## src/rtl/shift_unit_seq.sv

```systemverilog
// shift_unit_seq: multi-mode sequential shift register with parallel load.
//
// An operation is started with a start/amt request. It then shifts one bit per clock for amt
// clocks under a busy/done handshake. All state updates on the falling edge of clk.
//
// Ports:
//   clk    clock; registers update on the falling edge
//   r      synchronous active-high reset (highest priority)
//   value  parallel load data
//   load   parallel load strobe; also aborts a running shift
//   start  begin a shift operation (ignored while shifting)
//   mode   00 logical right, 01 logical left, 10 arithmetic right, 11 rotate right
//   amt    number of single-bit shift steps
//   sin    serial fill bit for the logical modes, sampled at every step
//   Q      register contents
//   sout   bit shifted out by the most recent shift step
//   busy   high while shifting
//   done   one-cycle completion pulse
module shift_unit_seq #(
  parameter int unsigned WIDTH = 32,
  parameter int unsigned AMT_W = 5
) (
  input  logic             clk,
  input  logic             r,
  input  logic [WIDTH-1:0] value,
  input  logic             load,
  input  logic             start,
  input  logic [1:0]       mode,
  input  logic [AMT_W-1:0] amt,
  input  logic             sin,
  output logic [WIDTH-1:0] Q,
  output logic             sout,
  output logic             busy,
  output logic             done
);

  typedef enum logic [1:0] {StIdle, StShift, StDone} state_e;

  state_e           state_q, state_d;
  logic [WIDTH-1:0] q_q, q_d;
  logic             sout_q, sout_d;
  logic [1:0]       mode_q, mode_d;
  logic [AMT_W-1:0] cnt_q, cnt_d;

  // One shift step of the current contents using the latched mode.
  logic [WIDTH-1:0] step_q;
  logic             step_sout;

  always_comb begin
    step_q    = q_q;
    step_sout = 1'b0;
    unique case (mode_q)
      2'b00: begin
        step_q    = {sin, q_q[WIDTH-1:1]};
        step_sout = q_q[0];
      end
      2'b01: begin
        step_q    = {q_q[WIDTH-2:0], sin};
        step_sout = q_q[WIDTH-1];
      end
      2'b10: begin
        step_q    = {q_q[WIDTH-1], q_q[WIDTH-1:1]};
        step_sout = q_q[0];
      end
      2'b11: begin
        step_q    = {q_q[0], q_q[WIDTH-1:1]};
        step_sout = q_q[0];
      end
      default: begin
        step_q    = q_q;
        step_sout = 1'b0;
      end
    endcase
  end

  always_comb begin
    state_d = state_q;
    q_d     = q_q;
    sout_d  = sout_q;
    mode_d  = mode_q;
    cnt_d   = cnt_q;
    unique case (state_q)
      StIdle, StDone: begin
        if (load) begin
          q_d     = value;
          sout_d  = 1'b0;
          state_d = StIdle;
        end else if (start) begin
          if (amt != '0) begin
            mode_d  = mode;
            cnt_d   = amt;
            state_d = StShift;
          end else begin
            // Zero-length operation still reports completion.
            state_d = StDone;
          end
        end else begin
          state_d = StIdle;
        end
      end
      StShift: begin
        if (load) begin
          // Abort: no done pulse for an interrupted operation.
          q_d     = value;
          sout_d  = 1'b0;
          state_d = StIdle;
        end else begin
          q_d     = step_q;
          sout_d  = step_sout;
          cnt_d   = cnt_q - AMT_W'(1);
          state_d = (cnt_q == AMT_W'(1)) ? StDone : StShift;
        end
      end
      default: state_d = StIdle;
    endcase
  end

  always_ff @(negedge clk) begin
    if (r) begin
      state_q <= StIdle;
      q_q     <= '0;
      sout_q  <= 1'b0;
      mode_q  <= 2'b00;
      cnt_q   <= '0;
    end else begin
      state_q <= state_d;
      q_q     <= q_d;
      sout_q  <= sout_d;
      mode_q  <= mode_d;
      cnt_q   <= cnt_d;
    end
  end

  assign Q    = q_q;
  assign sout = sout_q;
  assign busy = (state_q == StShift);
  assign done = (state_q == StDone);

endmodule

```

## config.mk

```make
export PLATFORM = sky130hd
export DESIGN_NAME = shift_unit_seq
export DESIGN_NICKNAME = d
export VERILOG_FILES = /design/src/rtl/shift_unit_seq.sv
export SDC_FILE = /design/constraint.sdc
export NUM_CORES = 1
export LEC_CHECK = 0
export CAP_MARGIN = 10
export CELL_PAD_IN_SITES_DETAIL_PLACEMENT = 2
export CELL_PAD_IN_SITES_GLOBAL_PLACEMENT = 2
export CORE_MARGIN = 2
export CORE_UTILIZATION = 29
export DETAILED_ROUTE_END_ITERATION = 8
export GPL_TIMING_DRIVEN = 0
export HOLD_SLACK_MARGIN = 0.15
export PLACE_DENSITY_LB_ADDON = 0.1
export SLEW_MARGIN = 20
export SYNTH_ARGS = -nofsm -noshare
export SYNTH_HDL_FRONTEND = slang
export SYNTH_SLANG_ARGS = --single-unit
```

## constraint.sdc

```tcl
create_clock -name clk -period 1.85 [get_ports clk]
set_clock_uncertainty 0.15 [all_clocks]
set_input_delay 0.37 -clock clk [delete_from_list [all_inputs] [get_ports clk]]
set_output_delay 0.37 -clock clk [all_outputs]
set_load 0.05 [all_outputs]
```

==> results summary, run 1 <==
Yosys printed 0 warnings. When the last timing repair stopped, the worst path ended at busy. The proportion of synthesized chip area in sequential cells came out at 31.6%. At the end of routability-driven placement, the weighted congestion stood at 0.787.

The synthesized area is 2660 µm². Of all cell types, the one taking the most synthesized area is sky130_fd_sc_hd__dfxtp_1. The row count came out at 34.

In this run the vertical extent of the chip is 99.8 µm. The number of antenna violations at the first check in global routing was 0. The total of hold buffers inserted after clock tree synthesis is 0. The number of distinct library cells after synthesis came out at 42. The number of cells produced by synthesis came out at 265.

The number of synthesized flops with an enable pin came out at 0. The quantity of I/O buffers inserted on ports is 76. The number of buffers created by CTS came out at 5. The pin count of the biggest net entering global routing is 15.

In this run the cell area measured after placement is 3780 µm². The kind of pin the worst path terminates on is a top-level output. The post-synthesis async set-or-reset flop share came out at 0%.

The starting density of the core is 30.2%. Summed over its instances, the top area cell type makes up 31.6% of the synthesized netlist area. The count of pins on the block boundary came out at 79. The clock net sink count is 42.

The post-synthesis sequential element count came out at 42. The H-tree depth reported by CTS is 2. The root buffer selected by CTS is sky130_fd_sc_hd__clkbuf_8.

The maximum clock path buffer count is 2. The detailed placement HPWL came out at 6440 µm. In the synthesized netlist the dominant register cell turns out to be sky130_fd_sc_hd__dfxtp_1. The overall die width came out at 99.8 µm.

The tool reported: "[ERROR DPL-0033] detailed placement checks failed during check placement". The flow did not finish. The per-instance average area after synthesis is 10.0 µm². Yosys attributes the largest share of cell area to sky130_fd_sc_hd__dfxtp_1 (32%), sky130_fd_sc_hd__a221oi_2 (16%), sky130_fd_sc_hd__mux2_4 (16%), sky130_fd_sc_hd__nor3_1 (6.2%), sky130_fd_sc_hd__nor2_1 (5.1%). The flow stopped in 5_1_grt. The number of nets in the synthesized netlist is 311.
==> metrics by stage <==
| stage | hold slack, ns | setup slack [ns] | cells | setup TNS [ns] |
|---|---|---|---|---|
| after global placement | 0.324 | -1.31 | 449 | -59.19 |
| after floorplan | 0.306 | -0.634 | 265 | -21.26 |
| after CTS | 0.358 | -0.734 | 568 | -30.02 |
| after detailed placement | 0.340 | -1.34 | 449 | -60.41 |
==> synthesized netlist by cell type (all sizes together), types with 3 or more instances <==
cell type / n
a21oi: 6
dfxtp: 42
nor3: 33
o21ai: 7
inv: 5
a221oi: 31
nor2b: 3
clkbuf: 10
nor2: 36
nor3b: 4
nand3: 3
mux2: 33
buf: 15
nand2: 8
a21o: 3
==> what timing repair did <==
| item | in CTS |
|---|---|
| pin swaps | 30 |
| cloned | 10 |
| setup endpoints to repair | 77 |
| resized for setup | 387 |
| buffers inserted | 61 |
==> kinds of logic after synthesis <==
logic type | count (synthesis) | share of synthesized area (%)
muxes | 33 | 18.1
buffers and inverters | 30 | 5.97
and+or+nand+nor | 96 | 17.7
adders and majority gates | 2 | 0.941
AOI/OAI and AO/OA | 62 | 25.7
DFF | 42 | 31.6
==> run 2, diff against run 1 <==
==> config.mk (replaced) <==
export PLATFORM = sky130hd
export DESIGN_NAME = shift_unit_seq
export DESIGN_NICKNAME = d
export VERILOG_FILES = /design/src/rtl/shift_unit_seq.sv
export SDC_FILE = /design/constraint.sdc
export NUM_CORES = 1
export LEC_CHECK = 0
export CAP_MARGIN = 10
export CORE_MARGIN = 2
export CORE_UTILIZATION = 38
export DETAILED_ROUTE_END_ITERATION = 8
export GPL_TIMING_DRIVEN = 0
export PLACE_DENSITY_LB_ADDON = 0.15
export SLEW_MARGIN = 20
export SYNTH_ARGS = -nofsm -noshare
export SYNTH_HDL_FRONTEND = slang
export SYNTH_SLANG_ARGS = --single-unit
==> results summary, run 2 <==
The flow ran to the end, but the final reports show violations. The checks that failed: setup timing. The synthesized area came to 2660 µm² (unchanged). After layout, the worst setup slack is -0.714 ns. The number of flip-flops in the largest register is 32. The number of antenna violations at the first check in global routing came out at 0. The die boundary height is 87.7 µm (-12%). The hold violation count in the final report is 0. The most instantiated library cell after synthesis is sky130_fd_sc_hd__dfxtp_1. In the routed layout, each cell is associated on average with a via count of 5.34.

The post-synthesis async set-or-reset flop share is 0% (unchanged). The min-delay analysis places its worst path in the category reg2reg. The clock net sink count came out at 42 (unchanged). The total of hold buffers inserted after clock tree synthesis is 0 (unchanged).

The starting density of the core is 39.2% (+8.9 points). The critical-path maximum fanout is 4. The H-tree depth reported by CTS came to 2 (unchanged).

The post-placement cell area is 3770 µm² (-0.40%). The number of buffers created by CTS came to 5 (unchanged). The detailed placement HPWL is 5130 µm (-20%). The number of synthesized flops with an enable pin came out at 0 (unchanged).

The cell type contributing the most total cell area after synthesis is sky130_fd_sc_hd__dfxtp_1. In the synthesized netlist, the cells that appear most often are sky130_fd_sc_hd__dfxtp_1 (42), sky130_fd_sc_hd__nor2_1 (36), sky130_fd_sc_hd__nor3_1 (33), sky130_fd_sc_hd__a221oi_2 (29), sky130_fd_sc_hd__mux2_4 (29). The net count of the finished layout came out at 498. The transition at the pin with the smallest max-transition slack came out at 0.411 ns. The number of DRC violations after detailed-routing iteration 0 is 117. The final routed wirelength across all metal layers came out at 9700 µm. The commonest non-fill, non-tap cell in the layout is sky130_fd_sc_hd__buf_4. Global routing consumed, over all layers together, 23.1% of the routing resources. For this run, design rule violations remaining after detail routing come to 0. The data required time at the worst endpoint came out at 1.33 ns.

After global routing the overflow that remains totals 0. The ratio of cells with drive above 1 in the final layout came out at 64.7%. The number of distinct library cells after synthesis is 42 (unchanged). The weighted congestion at the end of routability-driven global placement is 0.788 (about the same). The power per cell area is 662 nW/µm². The detail route stage leaves a number of antenna-violating nets equal to 0. The proportion of synthesized chip area in sequential cells came out at 31.6% (unchanged). The row count is 30 (-12%). The leakage power summed over all cells came out at 2.31 nW. The post-synthesis net count was 311 (unchanged). The number of cells produced by synthesis came out at 265 (unchanged). The relative slew slack came out at 72.6%. The clock latency on the worst-skew pair came out at 0.39 ns. The via count of the first global-routing pass came out at 2961. The maximum resistive drop on vdd is 0.354 mV. The post-synthesis to final-layout area growth is 95.2%. The maximum clock path buffer count came to 2 (unchanged). The final antenna diode count is 0. The clock input transition at the sequential cells of the worst setup and hold paths is 0.04 ns. The count of endpoints failing setup in the final report is 76. Leaving out fill and tap cells, the most frequent cells in the layout are sky130_fd_sc_hd__buf_4 (46), sky130_fd_sc_hd__buf_8 (45), sky130_fd_sc_hd__inv_1 (45), sky130_fd_sc_hd__dfxtp_4 (34), sky130_fd_sc_hd__clkdlybuf4s50_1 (33). The number of warning messages in the yosys log came out at 0 (unchanged). The post-synthesis sequential element count is 42 (unchanged). Entering global routing, the biggest net connects 13 pins.

The worst setup slack before clock tree synthesis came out at -1.28 ns (+0.0610 ns). Max-cap violations in this run came to 0. The first detailed-routing pass took 4 iterations.

The arrival time reported for the critical path endpoint is 2.04 ns. The count of pins on the block boundary came to 79 (unchanged). The number of pins exceeding their max-slew limit in the final report came out at 0. In the synthesized netlist the dominant register cell turns out to be sky130_fd_sc_hd__dfxtp_1.

The critical path in this run is classified as reg2out. The area share of the largest cell type after synthesis came out at 31.6% (unchanged). The overall die width is 87.7 µm (-12%). STA classifies the critical path startpoint as a flip-flop.

Dividing the detail-routed wire length by the instance count gives 17.7 µm. Setup repair after global routing could not meet its margin everywhere. The capturing element type of the critical path is an output port. TritonCTS built the clock tree. The core region is 6790 µm². By area the synthesized netlist is led by sky130_fd_sc_hd__dfxtp_1 (32%), sky130_fd_sc_hd__a221oi_2 (16%), sky130_fd_sc_hd__mux2_4 (16%), sky130_fd_sc_hd__nor3_1 (6.2%), sky130_fd_sc_hd__nor2_1 (5.1%). The post-route standard cell area excluding fillers is 5190 µm². The root buffer cell chosen for the clock tree is sky130_fd_sc_hd__clkbuf_8.

The per-instance average area after synthesis is 10.0 µm² (unchanged). The die covers 7690 µm². The routed layout has 2931 vias. The quantity of I/O buffers inserted on ports is 76 (unchanged).

The first-pass GRT wire length came out at 14100 µm.
[run 2: cell counts after synthesis]
Identical to the previous run, type by type.
[run 2: worst paths after layout]
kind,start,slack (ns),cells past startpoint,end
min reg2reg,mode_q[1],0.38,2,mode_q[1]
max reg2reg,state_q[0],-0.03,6,Q[31]
max,state_q[0],-0.71,4,busy
min,mode_q[1],0.38,2,mode_q[1]
[run 2: routing by layer]
| metal | wire (µm) | track usage (%) |
|---|---|---|
| met5 | 0 | 0 |
| met4 | 117 | 7.69 |
| met3 | 525 | 6.31 |
| met2 | 4900 | 37.7 |
| met1 | 4150 | 29.6 |
[run 2: stage by stage]
| stage | utilization [%] | TNS [ns] | power, mW | hold WS (ns) | instances |
|---|---|---|---|---|---|
| after detailed placement | 55.5 | -58.07 | 2.06 | 0.327 | 437 |
| after CTS | 72.0 | -27.97 | 3.30 | 0.342 | 543 |
| after global placement | 55.5 | -57.64 | 2.05 | 0.322 | 437 |
| after global routing | 76.4 | -30.08 | 3.62 | 0.392 | 549 |
| after floorplan | - | -21.26 | 1.77 | 0.306 | 265 |
| final | 76.4 | -28.64 | 3.43 | 0.379 | 549 |
[run 2: critical path: stages, from the launching register on]
cell	delay [ns]
sky130_fd_sc_hd__dfxtp_2	0.31
sky130_fd_sc_hd__buf_6	0.12
sky130_fd_sc_hd__nand2b_4	0.07
sky130_fd_sc_hd__clkinvlp_4	0.09
sky130_fd_sc_hd__buf_6	0.15
[run 2: cell families after synthesis]
logic type      after synthesis  synth area share (%)
compound gates               62                  25.7
flops                        42                  31.6
fa+ha+maj                     2                 0.941
buf+inv                      30                  5.97
simple gates                 96                  17.7
mux                          33                  18.1
[run 2: timing repair]
| action | 4_1_cts | 5_1_grt |
|---|---|---|
| resized for setup | 375 | 63 |
| gates cloned | 6 | 4 |
| buffers inserted | 51 | 7 |
| endpoints found under the setup margin | 77 | 77 |
| pin swaps | 29 | 20 |
[run 2: cell type report]
class	count	area, µm²
fillers	458	1600
clock inverters	45	196
flip-flops and latches	42	970
plain buffers	24	293
repair buffers	139	1560
clock buffers	5	68.8
well taps	96	120
inverters	4	23.8
multi-input cells	194	1960
[run 2: power breakdown]
| group | internal [mW] | switching (mW) |
|---|---|---|
| logic | 0.651 | 0.615 |
| registers | 0.966 | 0.0667 |
| clock network | 0.514 | 0.622 |
Note: power is estimated with default switching activity, not from simulation.
==> run 3, diff against run 2 <==
--- a/config.mk
+++ b/config.mk
@@ -6,11 +6,12 @@
 export NUM_CORES = 1
 export LEC_CHECK = 0
 export CAP_MARGIN = 10
-export CORE_MARGIN = 2
+export CORE_MARGIN = 5
 export CORE_UTILIZATION = 38
 export DETAILED_ROUTE_END_ITERATION = 8
 export GPL_TIMING_DRIVEN = 0
 export PLACE_DENSITY_LB_ADDON = 0.15
+export REMOVE_ABC_BUFFERS = 1
 export SLEW_MARGIN = 20
 export SYNTH_ARGS = -nofsm -noshare
 export SYNTH_HDL_FRONTEND = slang
==> results summary, run 3 (synthesized netlist as in run 2, its figures left out) <==
The relative slew slack came out at 75.7% (+3.1 points). Traced cell by cell, the critical path runs through nand2b_4 > inv_4 > buf_8. The first-pass GRT wire length came to 15900 µm (+13%). The source of the worst hold timing path is cnt_q[1]. The arrival time reported for the critical path endpoint came to 2.00 ns (-0.04 ns). The number of antenna violations at the first check in global routing came out at 0 (unchanged). The worst setup path is launched from a flip-flop.

The core footprint came out at 6790 µm² (unchanged). The number of flip-flops in the largest register is 32 (unchanged). The final routed wirelength across all metal layers came out at 10200 µm (+4.9%). The clock net sink count came out at 42 (unchanged).

CTS placed an instance of sky130_fd_sc_hd__clkbuf_8 at the clock tree root. The die boundary height came out at 93.7 µm (+6.8%). The number of pins exceeding their max-slew limit in the final report came out at 0 (unchanged). The flow ran to the end, but the final reports show violations. The standard cell with the maximum stage delay on the critical path is sky130_fd_sc_hd__dfxtp_4. The checks that failed: setup timing.

The antenna violation net count after detailed routing came to 0 (unchanged). The post-route worst hold slack came to 0.350 ns (-0.0282 ns). The count of max-cap constraint violations came out at 0 (unchanged). The data required time at the worst endpoint was 1.33 ns (about the same).

The post-synthesis to final-layout area growth came out at 89.7%. The capturing element type of the critical path is an output port. The via count of the first global-routing pass came out at 3108 (+5.0%). The largest stage delay on the critical path came out at 0.36 ns (+0.05 ns). The transition at the pin with the smallest max-transition slack came to 0.364 ns (-0.0467 ns). The detailed-router iteration count before antenna repair is 4 (unchanged). The final antenna diode count is 0 (unchanged). The number of DRC violations after detailed-routing iteration 0 is 133 (+14%).

The H-tree depth reported by CTS is 2 (unchanged). The worst setup slack before clock tree synthesis came to -1.48 ns (-0.202 ns). The aggregate negative setup slack came out at -27.90 ns (+0.742 ns). The power per cell area came out at 667 nW/µm² (+0.76%).

In this run the worst setup path begins at state_q[1]. The net count of the finished layout is 484 (-2.8%). The critical-path maximum fanout is 5 (+1).

The detailed placement HPWL came to 4840 µm (-5.7%). The clock input transition at the sequential cells of the worst setup and hold paths is 0.04 ns (about the same). The starting density of the core came out at 39.2% (unchanged). The quantity of I/O buffers inserted on ports came out at 78 (+2.6%). The post-detailed-route via-to-cell ratio is 5.40 (+1.2%). The number of remaining DRC errors is 0 (unchanged). The ratio of cells with drive above 1 in the final layout came to 59.0% (-5.7 points).

The pin count of the biggest net entering global routing came out at 23 (+10). TritonCTS built the clock tree. The leakage power summed over all cells came out at 2.25 nW (-2.6%). The maximum resistive drop on vdd came out at 0.378 mV (+6.8%). The post-route core utilization is 74.3% (-2.1 points). The post-route standard cell area excluding fillers came out at 5050 µm² (-2.8%). The setup slack of the critical path after layout was -0.675 ns (+0.0391 ns).

The count of pins on the block boundary was 79 (unchanged). The maximum clock path buffer count came out at 2 (unchanged). Setup repair after global routing could not meet its margin everywhere. The area of the die came out at 8770 µm² (+14%). Leaving out fill and tap cells, the most frequent cells in the layout are sky130_fd_sc_hd__buf_4 (49), sky130_fd_sc_hd__inv_1 (45), sky130_fd_sc_hd__buf_8 (38), sky130_fd_sc_hd__dfxtp_4 (33), sky130_fd_sc_hd__clkdlybuf4s50_1 (33). The kind of critical path is reg2out. The library cell used most frequently in the layout, excluding fill and tap cells, is sky130_fd_sc_hd__buf_4. The total of hold buffers inserted after clock tree synthesis came out at 0 (unchanged).

The hold violation count in the final report came out at 0 (unchanged). The clock latency on the worst-skew pair was 0.37 ns (-0.02 ns). The overall die width came to 93.7 µm (+6.8%). The row count is 30 (unchanged).

The total congestion overflow came out at 0 (unchanged). The total track usage came to 22.9% (-0.19 points). The startpoint of the worst register-to-register path is state_q[0].

The path class of the tightest hold or removal check is reg2reg. The number of vias in the routed layout is 2891 (-1.4%). The number of cells on the worst reg-to-reg path is 6 (unchanged). The detailed-route wire length per cell is 19.0 µm (+7.6%).

The weighted congestion at the end of routability-driven global placement is 0.784 (-0.48%). The number of buffers created by CTS came out at 5 (unchanged). The count of endpoints failing setup in the final report is 76 (unchanged).

The post-placement cell area came out at 3560 µm² (-5.4%). The instance count along the most critical hold path is 2 (unchanged).
-- run 3: cell types whose count changed in the layout (fill, tap and decap cells not counted), sizes merged --
cell           delta
clkdlybuf4s15     -1
dlygate4sd2       +1
bufbuf            +2
clkinvlp          -1
buf               -7
o21ai             -1
o21a              +3
clkbuf           -11
clkinv            +1
-- run 3: final cells by class --
type	count	area (µm²)
Multi-Input combinational cell	196	1940
Fill cell	448	1750
Timing Repair Buffer	147	1720
Sequential cell	42	967
Clock inverter	45	196
Tap cell	96	120
Clock buffer	5	68.8
Inverter	4	30.0
-- run 3: report_power, final --
group | switching, mW | internal, mW
Combinational | 0.582 | 0.613
Sequential | 0.0730 | 0.967
Clock | 0.614 | 0.515
-- run 3: stage by stage --
step	std cells	total power, mW
2_1_floorplan	240	1.71
3_3_place_gp	414	2.03
3_5_place_dp	421	2.05
4_1_cts	529	3.30
5_1_grt	535	3.58
6_report	535	3.36
-- run 3: critical path: cells and delay by family, from the launching register on --
family | cells | cell delay [ns]
buffers and inverters | 2 | 0.19
DFF | 1 | 0.36
and+or+nand+nor | 1 | 0.16
-- run 3: path summary, 6_finish.rpt --
| check | slack (ns) | endpoint |
|---|---|---|
| worst min-delay path | 0.35 | cnt_q[1] |
| worst max register to register | -0.29 | Q[31] |
| worst max-delay path | -0.67 | busy |
| worst min register to register | 0.35 | cnt_q[1] |
-- run 3: routing by layer --
metal / global-route usage [%] / wire (µm)
met4: 9.03 / 148
met2: 38.8 / 5280
met3: 6.65 / 511
met1: 27.3 / 4230
met5: 0 / 0
-- run 3: repair_timing --
action	in CTS	in global routing
setup buffers	54	9
endpoints found under the setup margin	77	77
gates cloned	5	1
hold endpoints to repair	0	0
gates resized for setup	433	39
pin swaps	30	41
